[src/rtl/coin_changer.sv]
// Beverage vending controller: collects coins, vends at PRICE and hands back change one coin at a time.
// Moore outputs (one cycle after inputs are sampled); in RETURN the dispenser stalls change via disp_ready.
module coin_changer #(
  parameter int PRICE = 3
) (
  input  logic       clk,
  input  logic       rst,
  input  logic [1:0] x,
  input  logic       cancel,
  input  logic       disp_ready,
  output logic       y,
  output logic       coin_valid,
  output logic [1:0] coin_out,
  output logic [2:0] credit
);

  localparam logic [1:0] COLLECT = 2'd0;
  localparam logic [1:0] VEND    = 2'd1;
  localparam logic [1:0] RETURN  = 2'd2;

  logic [1:0] state;
  logic [1:0] state_nxt;
  logic [2:0] credit_nxt;
  logic [1:0] add;
  logic [3:0] sum;
  logic [1:0] coin_val;

  always_comb begin
    add = 2'd0;
    case (x)
      2'b01:   add = 2'd1;
      2'b10:   add = 2'd2;
      default: add = 2'd0;
    endcase
  end

  // Four bits so credit+add can be compared against PRICE without wrapping.
  assign sum      = {1'b0, credit} + {2'b00, add};
  assign coin_val = (credit >= 3'd2) ? 2'd2 : 2'd1;

  always_comb begin
    state_nxt  = state;
    credit_nxt = credit;
    case (state)
      COLLECT: begin
        if (cancel && (credit != 3'd0)) begin
          state_nxt = RETURN;
        end else if (sum >= 4'(PRICE)) begin
          // The difference always fits in three bits since credit < PRICE here.
          credit_nxt = sum[2:0] - 3'(PRICE);
          state_nxt  = VEND;
        end else begin
          credit_nxt = sum[2:0];
        end
      end
      VEND: begin
        state_nxt = (credit != 3'd0) ? RETURN : COLLECT;
      end
      RETURN: begin
        if (disp_ready) begin
          credit_nxt = credit - {1'b0, coin_val};
          if (credit_nxt == 3'd0) begin
            state_nxt = COLLECT;
          end
        end
      end
      default: begin
        state_nxt  = COLLECT;
        credit_nxt = 3'd0;
      end
    endcase
  end

  always_ff @(posedge clk) begin
    if (rst) begin
      state  <= COLLECT;
      credit <= 3'd0;
    end else begin
      state  <= state_nxt;
      credit <= credit_nxt;
    end
  end

  assign y          = (state == VEND);
  assign coin_valid = (state == RETURN);
  assign coin_out   = coin_valid ? coin_val : 2'b00;

endmodule

[config.mk]
export PLATFORM = sky130hd
export DESIGN_NAME = coin_changer
export DESIGN_NICKNAME = d
export VERILOG_FILES = /design/src/rtl/coin_changer.sv
export SDC_FILE = /design/constraint.sdc
export NUM_CORES = 1
export LEC_CHECK = 0
export CAP_MARGIN = 10
export CORE_AREA = 2 2 40 42
export DETAILED_ROUTE_END_ITERATION = 8
export DIE_AREA = 0 0 42 44
export PLACE_DENSITY_LB_ADDON = 0.15
export SYNTH_ARGS = -nofsm -noshare
export SYNTH_HDL_FRONTEND = slang
export SYNTH_SLANG_ARGS = --single-unit
export TNS_END_PERCENT = 50
[constraint.sdc]
create_clock -name clk -period 3.3 [get_ports clk]
set_input_delay 0.99 -clock clk [delete_from_list [all_inputs] [get_ports clk]]
set_output_delay 0.99 -clock clk [all_outputs]
set_load 0.005 [all_outputs]
# Yosys cells after proc, flatten, opt, wreduce, memory -nomap -nowiden
# Cells that the tools add are included.
# W data, S select, Z words.
[classes]
add_sub_neg = 3
magnitude_cmp = 2
eq_ne = 8
n_mux = 13
bitwise = 1
n_reduce_logical = 6
[op_table]
columns = ["op", "n"]
rows = [
  ["$mux W2", 7],
  ["$mux W3", 3],
  ["$pmux W3 S3", 1],
  ["$pmux W2 S3", 1],
  ["$reduce_and A3 Y1", 2],
  ["$add A3 B2 Y4", 1],
  ["$eq A2 B1 Y1 const B", 2],
  ["$eq A2 B2 Y1 const B", 2],
  ["$ge A4 B2 Y1 const B", 1],
  ["$ne A2 B2 Y1 const B", 2],
  ["$pmux W2 S2", 1],
  ["$ge A3 B2 Y1 const B", 1],
  ["$logic_not A3 Y1", 1],
  ["$ne A3 B3 Y1 const B", 1],
  ["$reduce_bool A3 Y1", 1],
  ["$sub A3 B2 Y3", 1],
  ["$sub A3 B2 Y3 const B", 1],
  ["$logic_not A2 Y1", 1],
  ["$ne A2 B1 Y1 const B", 1],
  ["$logic_and A1 B1 Y1", 1],
  ["$not A1 Y1", 1],
]
[word_totals]
regBits = 5
inputBits = 6
out_inout_bits = 7
elab_cells = 35

# Longest topological paths before layout
[logic_depth]
depth_word = 7
depth_mapped = 11
depth_no_buf = 10

# Worst setup path before layout
# No wires, ideal clock.
[synth_path]
path_kind = "input port to flip-flop"
startpoint = "input x[0]"
endpoint = "register credit[0]"
setup_time_ns = 0.086
arrival_time_ns = 2.885
t_required_ns = 3.214
slack_ns = 0.329
path_stages = 10
path_buffers = 1
path_cell_list = "nor2b_1 -> ha_1 -> inv_1 -> fa_1 -> inv_1 -> ha_1 -> clkbuf_1 -> a2111oi_4 -> nand4_1 -> a221oi_2"
[synth_via]
elab_chain_cells = 7
elab_cells_between_ends = 9
cone_classes = "add/sub (2); order compare (1); eq/ne (2); mux (4)"
[synth_rtl]
columns = ["item", "line", "text"]
rows = [
  ["start: declaration", "8", "input logic [1:0] x,"],
  ["$eq A2 B2 Y1 / $eq A2 B1 Y1 (equally long branches)", "30", "case (x)"],
  ["$pmux W2 S2 *", "30", ""],
  ["$add A3 B2 Y4 *", "38", "assign sum = {1'b0, credit} + {2'b00, add};"],
  ["$ge A4 B2 Y1 / $sub A3 B2 Y3 (equally long branches)", "48, 50", ""],
  ["$mux W3 *", "48", "end else if (sum >= 4'(PRICE)) begin"],
  ["$mux W3 *", "46", "if (cancel && (credit != 3'd0)) begin"],
  ["$pmux W3 S3 *", "44", "case (state)"],
  ["end signal: assignment", "80", "credit <= credit_nxt;"],
  ["end: declaration", "14", "output logic [2:0] credit"],
]
# Mark *: on every way between the ends. The rest lies on a longest branch, timed or not. The select of a mux whose other input is x is not followed.
# A chain may end at the register's enable or synchronous reset.

# Worst setup path in the final report
# Ends and elaborated chain as after synthesis.

==> reports/results.tsv <==
metric	value	unit
run status	finished, final reports clean	
grt ovf	0	
syn_nets	99	
syn avg cell area	7.48	µm²
# IOs	13	
Resized Gates After CTS	0	
Ys Warns	0	
# Max-Cap Violations	0	
Peak Freq	318	MHz
clock root cell	clkbuf_4	
commonest cells after routing, fill and taps aside	nor2_1, clkdlybuf4s50_1, inv_1	
total power draw	732	µW
Final Routed Wirelength	1570	µm
Routed Antenna Nets	0	
FF-to-FF End	credit[0]	
R2R depth	8	
type of the most critical hold path	flip-flop to flip-flop	
initial core utilization	0.464	
CP startpoint	x[0]	
largest net degree at the start of global routing	16	
DRT iter0 DRCs	15	
crit share post-route	0.953	
clock-pin transition on the worst setup and hold timing paths	0.05	ns
Post-Syn Area	658	µm²
FF+latch count, synth	5	
Routed wire per std cell	13.1	µm
share of cells above drive strength 1	0.135	
minimum setup slack among reg-to-reg paths	0.98	ns
post-CTS setup buffer count	0	
die area	1850	µm²
startpoint types	input pin	
total track usage	0.186	
Largest stage delay, worst path	0.51	ns
Crit. End Element	flip-flop	
hold-fix buffers at CTS	0	
Remaining DRCs	0	
Slew @ Worst Pin	0.494	ns
routability congestion estimate	0.802	
vias in the first global route	623	
Synth cell types	41	
# diodes	0	
Layout area overhead	27.0	%
worst rel slew slack	0.668	
crit path kind	input pin to flip-flop	
skew final	0.00676	ns
Post-Layout Cell Count	120	
fin nets	116	
# placed instances	116	
clock tree buffer depth	2	
CTS tree	built	
Via-to-Cell Ratio	5.74	
Final min period	3.14	ns
CP arrival	3.31	ns
pins over their slew limit	0	
Vert. Die Dim	44	µm
first-pass GRT wire length	2660	µm
CTS buffer count	3	
most used cell, CP	inv_1	
die boundary width	42	µm
worst skew pair latency	0.25	ns
Worst path depth	10	
worst path required time	3.46	ns
Primary FF master, synth	dfxtp_1	
final hold viol count	0	
port buffer count	12	
total number of vias	689	
Crit path buffers/inverters	3	
sequential area share after synthesis	0.152	
Rows	14	
slowest stage cell, crit path	fa_1	
crit path cell chain	clkdlybuf4s50_1, nor2b_1, ha_1, inv_1, fa_1, inv_1, ha_2, a2111oi_4, nand4_1, a221oi_2	
hold path cells	2	
Mapped Cells	88	
r2r startpoint	credit[0]	
Worst Path Max Fanout	6	
VDD IR max	0.510	mV
Post-synth EDFFs	0	
initial antenna violation count	0	
FFs w/ async S/R, synth	0	
final setup violating endpoints	0	
HPWL Detailed	1210	µm
TritonCTS Sinks	5	
Leak	0.000360	µW
drt first pass iters	4	
pwr/cell area	876	nW/µm²
Top delay family on crit path	adder cells	
CP endpoint	credit[0]	
core area	1420	µm²
Util after Layout	0.589	
H-Tree Depth	1	
where the power goes:
group / switching, µW / internal, µW
sequential: 59.8 / 84.9
clock: 26.9 / 45.8
combinational: 248 / 267
total: 335 / 397
cell type report:
class / instances / area, µm²
tap: 16 / 20.0
fill: 135 / 583
multi-input combinational: 69 / 498
timing repair buffer: 17 / 158
sequential: 5 / 100
inverter: 9 / 33.8
clock buffer: 4 / 26.3
cell usage after synthesis, drive strengths merged, types with 3 or more instances:
library cell,count,share of area
a31oi,3,0.029
nor2b,3,0.029
dfxtp,5,0.15
inv,9,0.051
nand2,4,0.023
nand2b,3,0.029
a21oi,5,0.038
clkbuf,3,0.019
o31ai,3,0.034
ha,4,0.076
nor2,12,0.068
state kept, by name, summed over array words and instances (netlist names):
name    flops
credit      3
state       2
worst min path at each step:
stage / start / to / slack (ns)
after global routing: credit[0] / credit[0] / 0.63
final: credit[0] / credit[0] / 0.61
after floorplan: credit[0] / credit[0] / 0.55
after CTS: credit[0] / credit[0] / 0.59
after detailed placement: credit[0] / credit[0] / 0.59
after global placement: credit[0] / credit[0] / 0.58
worst register-to-register path, delay by kind of cell, from the launching register on:
family          cells  cell delay [ns]
compound gates      2             0.53
fa+ha+maj           3             0.96
simple gates        1             0.16
buf+inv             2             0.12
flops               1             0.47
kinds of logic (layout without fill, tap and decap cells):
logic type	Yosys count	count (layout)	share of synthesized area
XOR/XNOR	3	3	0.0399
adder cells (fa/ha/maj)	5	5	0.106
AND/OR/NAND/NOR	37	37	0.314
AO/OA/AOI/OAI	23	23	0.278
buffers and inverters	14	30	0.0950
multiplexers	1	1	0.0152
flip-flops	5	5	0.152
routing by layer:
| layer | share of wire | global-route usage | up-vias |
|---|---|---|---|
| li1 | - | - | 349 |
| met4 | 0 | 0.0194 | 0 |
| met2 | 0.45 | 0.294 | 17 |
| met3 | 0.066 | 0.0542 | 0 |
| met5 | 0 | 0 | - |
| met1 | 0.48 | 0.259 | 323 |
through the flow:
| stage | setup TNS [ns] | hold WS [ns] | setup slack, ns | instance area (µm²) |
|---|---|---|---|---|
| floorplan | 0 | 0.545 | 0.329 | 658 |
| global placement | -0.313 | 0.584 | -0.172 | 807 |
| detailed placement | -0.364 | 0.587 | -0.183 | 807 |
| CTS | 0 | 0.595 | 0.0618 | 833 |
| global route | -0.0109 | 0.626 | -0.0109 | 836 |
| finish | 0 | 0.606 | 0.156 | 836 |
No activity file was read; power rests on OpenSTA's default activity.
